==> src/rtl/u409_autoconfig.sv <==
// Zorro II/III AUTOCONFIG responder for the U409 on-board functions at $00E8xxxx.
// Optional Prometheus (Z3) board in the chain is enabled by defining AUTOCONFIG_PRO_EN.
module u409_autoconfig #(
    parameter int          WAIT_STATES = 2,
    parameter logic [15:0] MFG_ID      = 16'h0A1C,
    parameter logic [7:0]  PROD_BRIDGE = 8'h01,
    parameter logic [7:0]  PROD_LIDE   = 8'h02,
    parameter logic [7:0]  PROD_PRO    = 8'h03
) (
    input  logic       CLK40,
    input  logic       RESETn,
    input  logic       TSn,
    input  logic       RnW,
    input  logic       AUTOCONFIG_SPACE,
    input  logic [6:0] A,
    input  logic [7:0] D_IN,
    output logic [3:0] D_OUT,
    output logic       D_OE,
    output logic       TAn,
    output logic [7:0] BRIDGE_BASE,
    output logic [6:0] LIDE_BASE,
    output logic [3:0] PRO_BASE,
    output logic [2:0] BOARD_EN,
    output logic       CONFIGURED
);

`ifdef AUTOCONFIG_PRO_EN
    localparam logic [1:0] NBOARDS = 2'd3;
`else
    localparam logic [1:0] NBOARDS = 2'd2;
`endif

    typedef enum logic [1:0] {
        ST_IDLE,
        ST_WAIT,
        ST_ACK
    } state_t;

    state_t     state;
    logic [2:0] wc;
    logic [6:0] a_q;
    logic       rnw_q;
    logic [1:0] bidx;
    logic [3:0] low_latch;
    logic [1:0] board_en_lo;
    logic       z3_board;
    logic       unused_din;

    assign z3_board   = (bidx == 2'd2);
    assign unused_din = ^D_IN[3:0];

`ifdef AUTOCONFIG_PRO_EN
    logic [3:0] pro_base;
    logic       pro_en;
    assign PRO_BASE = pro_base;
    assign BOARD_EN = {pro_en, board_en_lo};
`else
    assign PRO_BASE = 4'h0;
    assign BOARD_EN = {1'b0, board_en_lo};
`endif

    // Nibble presented on D[31:28]; only $00/$02/$40/$42 are served un-inverted.
    function automatic logic [3:0] rom_nibble(input logic [6:0] off, input logic [1:0] board);
        logic [7:0] type_code;
        logic [7:0] prod;
        logic [3:0] flags_hi;
        logic [3:0] nib;
        case (board)
            2'd0: begin
                type_code = 8'hC1;
                prod      = PROD_BRIDGE;
                flags_hi  = 4'h0;
            end
            2'd1: begin
                type_code = 8'hD2;
                prod      = PROD_LIDE;
                flags_hi  = 4'h0;
            end
            default: begin
                type_code = 8'h84;
                prod      = PROD_PRO;
                flags_hi  = 4'h3;
            end
        endcase
        case (off)
            7'h00:   nib = type_code[7:4];
            7'h01:   nib = type_code[3:0];
            7'h02:   nib = prod[7:4];
            7'h03:   nib = prod[3:0];
            7'h04:   nib = flags_hi;
            7'h08:   nib = MFG_ID[15:12];
            7'h09:   nib = MFG_ID[11:8];
            7'h0A:   nib = MFG_ID[7:4];
            7'h0B:   nib = MFG_ID[3:0];
            default: nib = 4'h0;
        endcase
        if (off == 7'h00 || off == 7'h01 || off == 7'h20 || off == 7'h21) begin
            return nib;
        end
        return ~nib;
    endfunction

    always_ff @(posedge CLK40) begin
        if (!RESETn) begin
            state       <= ST_IDLE;
            wc          <= 3'd0;
            a_q         <= 7'd0;
            rnw_q       <= 1'b1;
            bidx        <= 2'd0;
            low_latch   <= 4'h0;
            board_en_lo <= 2'b00;
            TAn         <= 1'b1;
            D_OE        <= 1'b0;
            D_OUT       <= 4'h0;
            BRIDGE_BASE <= 8'h00;
            LIDE_BASE   <= 7'h00;
            CONFIGURED  <= 1'b0;
`ifdef AUTOCONFIG_PRO_EN
            pro_base    <= 4'h0;
            pro_en      <= 1'b0;
`endif
        end else begin
            CONFIGURED <= (bidx == NBOARDS);
            case (state)
                ST_IDLE: begin
                    TAn   <= 1'b1;
                    D_OE  <= 1'b0;
                    D_OUT <= 4'h0;
                    if (!TSn && AUTOCONFIG_SPACE && (bidx < NBOARDS)) begin
                        state <= ST_WAIT;
                        a_q   <= A;
                        rnw_q <= RnW;
                        wc    <= 3'(WAIT_STATES - 1);
                        D_OE  <= RnW;
                        D_OUT <= RnW ? rom_nibble(A, bidx) : 4'h0;
                    end
                end
                ST_WAIT: begin
                    if (wc == 3'd0) begin
                        state <= ST_ACK;
                        TAn   <= 1'b0;
                        // Writes commit on the same edge that asserts TAn.
                        if (!rnw_q) begin
                            case (a_q)
                                7'h25: begin
                                    if (!z3_board) low_latch <= D_IN[7:4];
                                end
                                7'h24: begin
                                    if (bidx == 2'd0) begin
                                        BRIDGE_BASE    <= {D_IN[7:4], low_latch};
                                        board_en_lo[0] <= 1'b1;
                                        bidx           <= bidx + 2'd1;
                                    end else if (bidx == 2'd1) begin
                                        LIDE_BASE      <= {D_IN[7:4], low_latch[3:1]};
                                        board_en_lo[1] <= 1'b1;
                                        bidx           <= bidx + 2'd1;
                                    end
                                end
                                7'h22: begin
`ifdef AUTOCONFIG_PRO_EN
                                    if (z3_board) begin
                                        pro_base <= D_IN[7:4];
                                        pro_en   <= 1'b1;
                                        bidx     <= bidx + 2'd1;
                                    end
`endif
                                end
                                7'h26: bidx <= bidx + 2'd1;
                                default: ;
                            endcase
                        end
                    end else begin
                        wc <= wc - 3'd1;
                    end
                end
                ST_ACK: begin
                    state <= ST_IDLE;
                    TAn   <= 1'b1;
                    D_OE  <= 1'b0;
                    D_OUT <= 4'h0;
                end
                default: begin
                    state <= ST_IDLE;
                    TAn   <= 1'b1;
                    D_OE  <= 1'b0;
                end
            endcase
        end
    end

endmodule

==> config.mk <==
export PLATFORM = sky130hd
export DESIGN_NAME = u409_autoconfig
export DESIGN_NICKNAME = d
export VERILOG_FILES = /design/src/rtl/u409_autoconfig.sv
export SDC_FILE = /design/constraint.sdc
export NUM_CORES = 1
export LEC_CHECK = 0
export BUFFER_PORTS_ARGS = -buffer_cell sky130_fd_sc_hd__buf_2
export CAP_MARGIN = 20
export CORE_MARGIN = 5
export CORE_UTILIZATION = 47
export CTS_CLUSTER_SIZE = 14
export DETAILED_ROUTE_END_ITERATION = 12
export PLACE_DENSITY = 0.75
export SETUP_SLACK_MARGIN = 0.4
export SKIP_CTS_REPAIR_TIMING = 1
export SYNTH_ARGS = -nofsm -noshare
export SYNTH_HDL_FRONTEND = slang
export SYNTH_SLANG_ARGS = --single-unit
==> constraint.sdc <==
create_clock -name CLK40 -period 1.7 [get_ports CLK40]
set_clock_uncertainty 0.2 [all_clocks]
set_input_delay 0.34 -clock CLK40 [delete_from_list [all_inputs] [get_ports CLK40]]
set_output_delay 0.34 -clock CLK40 [all_outputs]
set_load 0.01 [all_outputs]
==> summary.txt, run 1 <==
Global route
  • Vias in the first global route: 1457
  • Largest net degree at the start of global routing: 47
  • All-Layer GR Usage: 15.2%
  • First-pass GRT wire length: 6360 um
  • Initial antenna violation count: 0
  • GRT overflow: 0

Setup path
  • Kind of critical path: register to register
  • Reg2reg start: rnw_q$_SDFFE_PN1P_
  • FF-to-FF path depth: 5
  • Critical path launch point: rnw_q$_SDFFE_PN1P_
  • CP max FO: 8
  • CP required: 1.72 ns
  • Critical path arrival: 1.96 ns
  • Flop-to-flop setup slack: -0.24 ns
  • Largest stage delay on the critical path: 0.55 ns
  • Worst Setup End Kind: register
  • Crit-path cells: or4b_4 > nor3_4 > and4b_1 > buf_12 > mux2i_1
  • Type of origin of the critical path: register
  • Critical path's slowest cell: or4b_4
  • R2r endpoint: LIDE_BASE[3]$_SDFFE_PN0P_

Route
  • ANT nets after route: 0
  • Router iterations before antenna repair: 4
  • DR vias/cell: 5.20
  • DR vias: 1679
  • DR WL/cell: 14.5 um
  • DRT iter0 DRCs: 103
  • Residual DRC: 0
  • Post-Route WL: 4670 um

Floorplanning
  • # IOs: 49
  • Die Ht: 74.1 um
  • Die span in x: 74.1 um
  • Initial core utilization: 48.2%
  • Core ar.: 0.00400 mm^2
  • Num rows: 23
  • Die ar.: 0.00549 mm^2

Run
  • Max Cap Viol: 0

Clocking
  • Worst skew pair latency: 0.30 ns
  • Htree depth: 2
  • Longest Clk Path Bufs: 2
  • Clk root buf: clkbuf_8
  • Total CTS buffers: 5
  • TritonCTS Sinks: 43
  • CTS tree: yes
  • Worst-path clk slew: 0.08 ns

Layout
  • Layout cells sized above 1: 47.6%
  • Diodes inserted: 0
  • # nets final: 297
  • Non-Filler Instances: 323
  • Layout area overhead: 42.0%
  • Final Util: 68.5%
  • Fill cells: 306

Run status
  • Failing checks: setup timing
  • Status: finished, violations left

Place
  • Placer Congestion: 0.802
  • PortBufs: 39
  • Hpwl dp: 2840 um
  • Pre-CTS setup slack: -0.180 ns
  • Cells after DPL: 307

Synthesis
  • Adder-cell share of the synthesized area: 3.24%
  • Mapped cell area: 0.00193 mm^2
  • Post-synth top area share: 44.6%
  • Yosys cell types: 39
  • Mux share of post-synthesis cell area: 12.0%
  • Number of flops mapped to enable cells by yosys: 0
  • Post-synth top flop: dfxtp_1
  • Synth Area in Compound Gates: 9.40%
  • Warnings from Yosys: 0
  • Sequential area share after synthesis: 44.6%
  • Combinational family with the most area after synthesis: simple AND/OR/NAND/NOR gates
  • Yosys reg bits: 43
  • Main area contributors after synthesis: dfxtp_1, mux2i_1, nand2_1
  • Async SR Flop Fraction: 0%
  • Synth area leader: dfxtp_1
  • Simple-gate share of the synthesized area: 24.4%
  • Post-Synth XOR/XNOR Area: 0.454%
  • Gate Count Post-Synth: 209
  • Syn Area/Cell: 9.23 um^2

Timing
  • Min Tclk post-route: 1.94 ns
  • Period utilization: 114%
  • Post-route setup slack: -0.236 ns
  • Fin. Hold Viols: 0
  • Pins Over Slew Limit: 0
  • RSZ-0062 raised after global routing: true
  • Final Setup Violations: 23
  • Fmax: 516 MHz

Power
  • Max VDD drop: 0.000471 V
  • Design Power: 1.89 mW
  • Lkg Pwr: 1.26 nW
  • P per Cell Area: 688 mW/mm^2

Min path
  • Hold depth: 3
  • Min-Delay Endpoint: rnw_q$_SDFFE_PN1P_
  • Critical hold path startpoint: RnW
  • Worst Hold Class: input pin to register
layer usage:
layer  routed length (um)  share of wire [%]  up-vias  GRT usage, %
li1                     -                  -      839             -
met1                 2030                 43      810          18.1
met2                 2410                 51       26          24.9
met3                  176                3.8        4          4.46
met4                   67                1.4        0          7.44
met5                    0                  0        -             0
worst max-delay path, delay by kind of cell (launching register included):
| family | cells | cell delay (ns) |
|---|---|---|
| and+or+nand+nor | 3 | 1.00 |
| muxes | 1 | 0.19 |
| DFF | 1 | 0.33 |
| buffers and inverters | 1 | 0.15 |
final cells by class:
type,instances,area (um^2),share of cell area (%)
Multi-Input combinational cell,151,1110,40.5
Clock inverter,2,12.5,0.457
Inverter,5,18.8,0.685
Clock buffer,6,72.6,2.65
Sequential cell,43,895,32.6
Timing Repair Buffer,66,571,20.8
Tap cell,50,62.6,2.28
how the worst max path moves through the flow:
stage	endpoint	slack [ns]	cells after the start
4_1_cts	LIDE_BASE[4]$_SDFFE_PN0P_	-0.19	5
5_1_grt	LIDE_BASE[5]$_SDFFE_PN0P_	-0.36	5
3_5_place_dp	LIDE_BASE[4]$_SDFFE_PN0P_	-0.18	5
3_3_place_gp	LIDE_BASE[1]$_SDFFE_PN0P_	-0.15	5
6_report	LIDE_BASE[3]$_SDFFE_PN0P_	-0.24	5
2_1_floorplan	LIDE_BASE[5]$_SDFFE_PN0P_	-0.07	5
through the flow:
stage / cell area [um^2] / hold slack [ns] / setup TNS [ns]
finish: 2740 / 0.0956 / -3.68
global placement: 2320 / 0.234 / -1.87
floorplan: 2000 / 0.238 / -0.517
CTS: 2410 / 0.100 / -2.62
global route: 2740 / 0.110 / -5.75
detailed placement: 2320 / 0.238 / -2.25
cells by family (layout without fill, tap and decap cells):
family,after synthesis,count (layout)
multiplexers,23,23
AND/OR/NAND/NOR,93,94
AO/OA/AOI/OAI,23,23
adder cells (fa/ha/maj),5,5
flip-flops,43,43
other,1,5
XOR/XNOR,1,1
buffers and inverters,20,79
sequential cells by signal, summed over array words and instances (netlist names):
| signal | count |
|---|---|
| CONFIGURED | 1 |
| bidx | 2 |
| a_q | 7 |
| D_OUT | 4 |
| D_OE | 1 |
| low_latch | 4 |
| TAn | 1 |
| wc | 3 |
| rnw_q | 1 |
| board_en_lo | 2 |
| LIDE_BASE | 7 |
| BRIDGE_BASE | 8 |
| state | 2 |
where the power goes:
group	internal (mW)	total (mW)	switching, mW
clock network	0.287	0.640	0.353
registers	1.03	1.04	0.0152
logic	0.0953	0.203	0.107
synthesized netlist by cell type (2+ instances only):
cell / number
a21boi_0: 9
a311oi_1: 2
and2_1: 3
and3_1: 5
buf_4: 5
buf_6: 2
clkbuf_1: 8
dfxtp_1: 43
ha_1: 5
inv_1: 5
mux2i_1: 22
nand2_1: 50
nand2b_1: 3
nand3_1: 5
nand4_1: 2
nor2_1: 5
nor2b_1: 5
nor3_1: 5
o21a_1: 3
o311ai_0: 2
or3_1: 2
cell usage in the layout, fill, tap and decap left out, types with 3 or more instances in the layout:
cell type and instances:
a21boi_1 5, a21boi_2 4, and2_1 3, and3_1 5
buf_2 19, buf_4 19, buf_6 26, clkbuf_8 5
conb_1 5, dfxtp_1 16, dfxtp_2 27, inv_2 4
mux2i_1 22, nand2_1 44, nand2_2 5, nand2b_1 3
nand3_1 4, nor2_1 5, nor2b_1 3, nor3_1 4
o21a_1 3
No activity file was read; power rests on OpenSTA's default activity.
==> run 2: changes to the inputs <==
--- a/config.mk
+++ b/config.mk
@@ -7,6 +7,7 @@
 export LEC_CHECK = 0
 export BUFFER_PORTS_ARGS = -buffer_cell sky130_fd_sc_hd__buf_2
 export CAP_MARGIN = 20
+export CORE_ASPECT_RATIO = 1.4
 export CORE_MARGIN = 5
 export CORE_UTILIZATION = 47
 export CTS_CLUSTER_SIZE = 14
==> run 2 against run 1 <==
Via count increased by 0.48%. Non-clock buffer count is 1 higher. Final cell count shrank 1.9%. Sequential power is essentially flat. Register-to-register slack got worse by 0.03 ns. First-iteration DRC count down 31%. The flow still finishes with violations (setup timing). Flip-flop and latch count stayed put. Global-route usage up 0.96 points. Wire length grew 3.6%.
==> summary.txt, run 2 (synthesis results as in run 1) <==
Run status
  • Status: finished, violations left (unchanged)
  • Failing checks: setup timing (unchanged)

Floorplanning
  • Die Ht: 85.8 um (was 74.1 um)
  • Initial core utilization: 48.8% (was 48.2%)
  • Core ar.: 0.00395 mm^2 (was 0.00400 mm^2)
  • Num rows: 27 (was 23)
  • # IOs: 49 (unchanged)
  • Die ar.: 0.00550 mm^2 (was 0.00549 mm^2)
  • Die span in x: 64.2 um (was 74.1 um)

Power
  • Design Power: 2.11 mW (was 1.89 mW)
  • Combinational Power Share: 10.2% (was 10.8%)
  • Net Switching: 0.498 mW (was 0.476 mW)
  • P per Cell Area: 751 mW/mm^2 (was 688 mW/mm^2)
  • Max VDD drop: 0.000862 V (was 0.000471 V)
  • Clock power share: 40.4% (was 34.0%)
  • Switching portion of total power: 23.6% (was 25.2%)
  • P_int: 1.61 mW (was 1.41 mW)
  • Lkg Pwr: 1.29 nW (was 1.26 nW)
  • Sequential share of power: 49.4% (was 55.3%)

Timing
  • RSZ-0062 raised after global routing: true (unchanged)
  • Fin. Hold Viols: 0 (unchanged)
  • Post-route setup slack: -0.270 ns (was -0.236 ns)
  • Fmax: 508 MHz (was 516 MHz)
  • Pins Over Slew Limit: 0 (unchanged)
  • Final Setup Violations: 23 (unchanged)
  • TNS Setup: -2.56 ns (was -3.68 ns)
  • Min Tclk post-route: 1.97 ns (was 1.94 ns)
  • Period utilization: 116% (was 114%)

Clocking
  • Worst skew pair latency: 0.30 ns (about the same)
  • Longest Clk Path Bufs: 2 (unchanged)
  • Total CTS buffers: 5 (unchanged)
  • Htree depth: 2 (unchanged)
  • Clk root buf: clkbuf_8 (unchanged)
  • CTS tree: yes (unchanged)
  • Worst-path clk slew: 0.08 ns (about the same)
  • TritonCTS Sinks: 43 (unchanged)

Setup path
  • Type of origin of the critical path: register (unchanged)
  • CP max FO: 5 (was 8)
  • Critical path launch point: rnw_q$_SDFFE_PN1P_ (unchanged)
  • CP required: 1.71 ns (was 1.72 ns)
  • Kind of critical path: register to register (unchanged)
  • Flop-to-flop setup slack: -0.27 ns (was -0.24 ns)
  • FF-to-FF path depth: 5 (unchanged)
  • Worst Setup End Kind: register (unchanged)
  • Critical path arrival: 1.98 ns (was 1.96 ns)
  • Reg2reg start: rnw_q$_SDFFE_PN1P_ (unchanged)

Global route
  • Vias in the first global route: 1684 (was 1457)
  • All-Layer GR Usage: 16.1% (was 15.2%)
  • Largest net degree at the start of global routing: 48 (was 47)
  • Initial antenna violation count: 0 (unchanged)
  • First-pass GRT wire length: 7160 um (was 6360 um)
  • GRT overflow: 0 (unchanged)

Run
  • Max Cap Viol: 0 (unchanged)

Route
  • Post-Route WL: 4840 um (was 4670 um)
  • Residual DRC: 0 (unchanged)
  • Router iterations before antenna repair: 5 (was 4)
  • DR vias: 1687 (was 1679)
  • DR WL/cell: 15.3 um (was 14.5 um)
  • DRT iter0 DRCs: 71 (was 103)
  • ANT nets after route: 0 (unchanged)
  • DR vias/cell: 5.32 (was 5.20)

Layout
  • Layout cells sized above 1: 50.4% (was 47.6%)
  • Most common cell after layout, fill and taps aside: nand2_1 (unchanged)
  • Top Registers: BRIDGE_BASE x8, LIDE_BASE x7, a_q x7 (unchanged)
  • Layout area overhead: 45.4% (was 42.0%)
  • Fill cells: 293 (was 306)
  • # nets final: 298 (was 297)
  • Largest reg by FF count: BRIDGE_BASE (unchanged)
  • Max reg flops: 8 (unchanged)
  • Diodes inserted: 0 (unchanged)
  • Most frequent cells in the layout: nand2_1, buf_6, dfxtp_2 (was nand2_1, dfxtp_2, buf_6)

Place
  • PortBufs: 39 (unchanged)
  • Pre-CTS setup slack: -0.175 ns (was -0.180 ns)
  • Placer Congestion: 0.828 (was 0.802)
  • Hpwl dp: 3020 um (was 2840 um)

Min path
  • Hold depth: 3 (unchanged)
  • Critical hold path startpoint: A[6] (was RnW)
  • Worst Hold Class: input pin to register (unchanged)
-- run 2: cell types whose count changed in the layout (fill, tap and decap cells not counted), sizes merged --
cell | previous run | this run
buf | 66 | 67
inv | 5 | 6
clkinv | 1 | 0
clkinvlp | 1 | 0
bufinv | 0 | 1
-- run 2: worst max-delay path: stages (launching register included) --
cell	delay [ns]
dfxtp_2	0.32
or4b_4	0.55
nor3_4	0.16
and4b_1	0.27
buf_6	0.15
mux2i_1	0.24
-- run 2: power groups by stage --
stage / registers [mW] / logic, mW / clock network (mW)
after detailed placement: 1.06 / 0.163 / 0
after global placement: 1.06 / 0.160 / 0
after global routing: 1.05 / 0.234 / 0.912
final: 1.04 / 0.214 / 0.852
after floorplan: 1.06 / 0.104 / 0
after CTS: 1.04 / 0.164 / 0.868
-- run 2: path summary, 6_finish.rpt --
check | to
max reg2reg | LIDE_BASE[1]$_SDFFE_PN0P_
max | LIDE_BASE[1]$_SDFFE_PN0P_
min | a_q[6]$_SDFFE_PN0P_
min reg2reg | board_en_lo[1]$_SDFFE_PN0P_
-- run 2: cell type report --
class	instances	area (um^2)	area share [%]
inverters	5	21.3	0.758
flip-flops and latches	43	898	32.0
clock inverters	2	38.8	1.38
multi-input cells	151	1130	40.3
well taps	43	53.8	1.92
clock buffers	6	82.6	2.94
repair buffers	67	579	20.7
-- run 2: through the flow --
stage	std cells	utilization, %	instance area, um^2	hold WS [ns]
floorplan	213	-	2000	0.238
detailed placement	300	58.3	2300	0.238
global placement	300	58.3	2300	0.234
finish	317	71.0	2810	0.112
CTS	308	61.3	2420	0.113
global route	317	71.0	2810	0.104
-- run 2: per-layer routing --
metal	track usage, %	routed length, um	vias up
met5	0	0	-
met4	8.52	114	0
met3	4.46	231	7
met2	28.9	2640	38
met1	16.7	1860	808
li1	-	-	834
==> run 3: changes to the inputs <==
--- a/config.mk
+++ b/config.mk
@@ -10,9 +10,9 @@
 export CORE_ASPECT_RATIO = 1.4
 export CORE_MARGIN = 5
 export CORE_UTILIZATION = 47
-export CTS_CLUSTER_SIZE = 14
+export CTS_CLUSTER_SIZE = 24
 export DETAILED_ROUTE_END_ITERATION = 12
-export PLACE_DENSITY = 0.75
+export PLACE_DENSITY = 0.78
 export SETUP_SLACK_MARGIN = 0.4
 export SKIP_CTS_REPAIR_TIMING = 1
 export SYNTH_ARGS = -nofsm -noshare
==> run 3 against run 2 <==
Final cell count stayed put. Worst setup slack better by 0.054 ns. Combinational power is 4% lower. The run still ends with setup timing left. Non-clock buffer count is 1 higher. Power is 11% lower. Hold slack worse by 0.00096 ns. Fmax is 2.8% higher. Sequential share of layout area is 0.11 points higher. Global-route usage hardly changed. Wire length is 3.0% lower. Sequential power hardly changed.
==> summary.txt, run 3 (synthesis results as in run 1) <==
Run status
  • Status: finished, violations left (unchanged)
  • Failing checks: setup timing (unchanged)

Timing
  • RSZ-0062 raised after global routing: true (unchanged)
  • Fmax: 522 MHz (was 508 MHz)
  • Period utilization: 113% (was 116%)
  • Final Setup Violations: 24 (was 23)
  • Pins Over Slew Limit: 0 (unchanged)
  • Min Tclk post-route: 1.92 ns (was 1.97 ns)
  • Fin. Hold Viols: 0 (unchanged)
  • Post-route setup slack: -0.216 ns (was -0.270 ns)

Min path
  • Min-Delay Endpoint: D_OE$_SDFFE_PN0N_ (was a_q[6]$_SDFFE_PN0P_)
  • Worst Hold Class: input pin to register (unchanged)
  • Hold depth: 3 (unchanged)
  • Critical hold path startpoint: RnW (was A[6])

Setup path
  • CP max FO: 5 (unchanged)
  • Flop-to-flop setup slack: -0.22 ns (was -0.27 ns)
  • Critical path's slowest cell: or4b_4 (unchanged)
  • Crit-path cells: or4b_4 > nor3_4 > and4b_1 > buf_6 > mux2i_1 (unchanged)
  • Reg2reg start: rnw_q$_SDFFE_PN1P_ (unchanged)
  • Type of origin of the critical path: register (unchanged)
  • CP required: 1.73 ns (was 1.71 ns)
  • Critical path arrival: 1.94 ns (was 1.98 ns)
  • R2r endpoint: LIDE_BASE[5]$_SDFFE_PN0P_ (was LIDE_BASE[1]$_SDFFE_PN0P_)
  • FF-to-FF path depth: 5 (unchanged)
  • Crit path depth: 5 (unchanged)
  • Worst Setup End Kind: register (unchanged)
  • Largest stage delay on the critical path: 0.56 ns (was 0.55 ns)
  • Worst path bufs/invs: 1 (unchanged)
  • Critical path's top delay family: simple AND/OR/NAND/NOR gates (unchanged)
  • Kind of critical path: register to register (unchanged)

Global route
  • Largest net degree at the start of global routing: 48 (unchanged)
  • Initial antenna violation count: 0 (unchanged)
  • All-Layer GR Usage: 16.1% (about the same)
  • First-pass GRT wire length: 7100 um (was 7160 um)
  • GRT overflow: 0 (unchanged)
  • Vias in the first global route: 1594 (was 1684)

Power
  • P per Cell Area: 676 mW/mm^2 (was 751 mW/mm^2)
  • Design Power: 1.88 mW (was 2.11 mW)
  • Lkg Pwr: 1.27 nW (was 1.29 nW)
  • Max VDD drop: 0.000589 V (was 0.000862 V)

Floorplanning
  • # IOs: 49 (unchanged)
  • Initial core utilization: 48.8% (unchanged)
  • Die Ht: 85.8 um (unchanged)
  • Die ar.: 0.00550 mm^2 (unchanged)
  • Num rows: 27 (unchanged)
  • Core ar.: 0.00395 mm^2 (unchanged)
  • Die span in x: 64.2 um (unchanged)

Route
  • Router iterations before antenna repair: 4 (was 5)
  • Residual DRC: 0 (unchanged)
  • DR WL/cell: 14.8 um (was 15.3 um)
  • DR vias/cell: 5.35 (was 5.32)
  • DRT iter0 DRCs: 54 (was 71)
  • DR vias: 1695 (was 1687)
  • Post-Route WL: 4700 um (was 4840 um)
  • ANT nets after route: 0 (unchanged)

Layout
  • Layout area overhead: 44.5% (was 45.4%)
  • Diodes inserted: 0 (unchanged)
  • Most common cell after layout, fill and taps aside: nand2_1 (unchanged)
  • Non-Filler Instances: 317 (unchanged)
  • # nets final: 298 (unchanged)
  • Most frequent cells in the layout: nand2_1, buf_6, dfxtp_2 (unchanged)
  • Max reg flops: 8 (unchanged)
  • Layout cells sized above 1: 49.3% (was 50.4%)
  • Top Registers: BRIDGE_BASE x8, LIDE_BASE x7, a_q x7 (unchanged)
  • Largest reg by FF count: BRIDGE_BASE (unchanged)

Clocking
  • Worst skew pair latency: 0.30 ns (about the same)
  • Worst-path clk slew: 0.08 ns (about the same)
  • Longest Clk Path Bufs: 2 (unchanged)
  • Total CTS buffers: 5 (unchanged)
  • CTS tree: yes (unchanged)
  • Clk root buf: clkbuf_8 (unchanged)
  • Htree depth: 2 (unchanged)
  • TritonCTS Sinks: 43 (unchanged)

Run
  • Max Cap Viol: 0 (unchanged)

Place
  • Placer Congestion: 0.803 (was 0.828)
  • Hpwl dp: 3130 um (was 3020 um)
  • Cells after DPL: 301 (was 300)
  • PortBufs: 39 (unchanged)
  • Pre-CTS setup slack: -0.148 ns (was -0.175 ns)
-- run 3: per-layer routing --
| metal | vias up | part of all wire (%) | GRT usage (%) |
|---|---|---|---|
| li1 | 834 | - | - |
| met1 | 809 | 39 | 17.7 |
| met2 | 45 | 55 | 28.7 |
| met3 | 7 | 5.0 | 4.06 |
| met4 | 0 | 1.7 | 7.04 |
| met5 | - | 0 | 0 |
-- run 3: power by group --
| group | internal [mW] | switching [mW] |
|---|---|---|
| registers | 1.02 | 0.0152 |
| clock network | 0.286 | 0.352 |
| logic | 0.0962 | 0.110 |
-- run 3: tightest hold or removal path: cells and delay by family --
| family | cells | cell delay (ns) |
|---|---|---|
| and+or+nand+nor | 1 | 0.06 |
| buffers and inverters | 1 | 0.12 |
| AOI/OAI and AO/OA | 1 | 0.05 |
-- run 3: stage by stage --
step | hold slack, ns | utilization (%) | TNS (ns) | area [um^2]
after floorplan | 0.238 | - | -0.517 | 2000
after global placement | 0.236 | 58.5 | -1.61 | 2310
after detailed placement | 0.242 | 58.5 | -2.09 | 2310
after CTS | 0.114 | 60.7 | -2.69 | 2400
after global routing | 0.111 | 70.5 | -5.29 | 2790
final | 0.111 | 70.5 | -3.67 | 2790
-- run 3: worst max path at each step --
stage | endpoint | start | slack (ns)
floorplan | LIDE_BASE[5]$_SDFFE_PN0P_ | rnw_q$_SDFFE_PN1P_ | -0.07
global placement | LIDE_BASE[4]$_SDFFE_PN0P_ | rnw_q$_SDFFE_PN1P_ | -0.13
detailed placement | LIDE_BASE[0]$_SDFFE_PN0P_ | rnw_q$_SDFFE_PN1P_ | -0.15
CTS | LIDE_BASE[5]$_SDFFE_PN0P_ | rnw_q$_SDFFE_PN1P_ | -0.19
global route | LIDE_BASE[3]$_SDFFE_PN0P_ | rnw_q$_SDFFE_PN1P_ | -0.29
finish | LIDE_BASE[5]$_SDFFE_PN0P_ | rnw_q$_SDFFE_PN1P_ | -0.22
-- run 3: layout make-up --
cell class              count  area [um^2]
flip-flops and latches     43          896
clock inverters             3         20.0
fillers                   306         1160
repair buffers             68          596
clock buffers               5         68.8
well taps                  43         53.8
inverters                   5         23.8
multi-input cells         150         1130
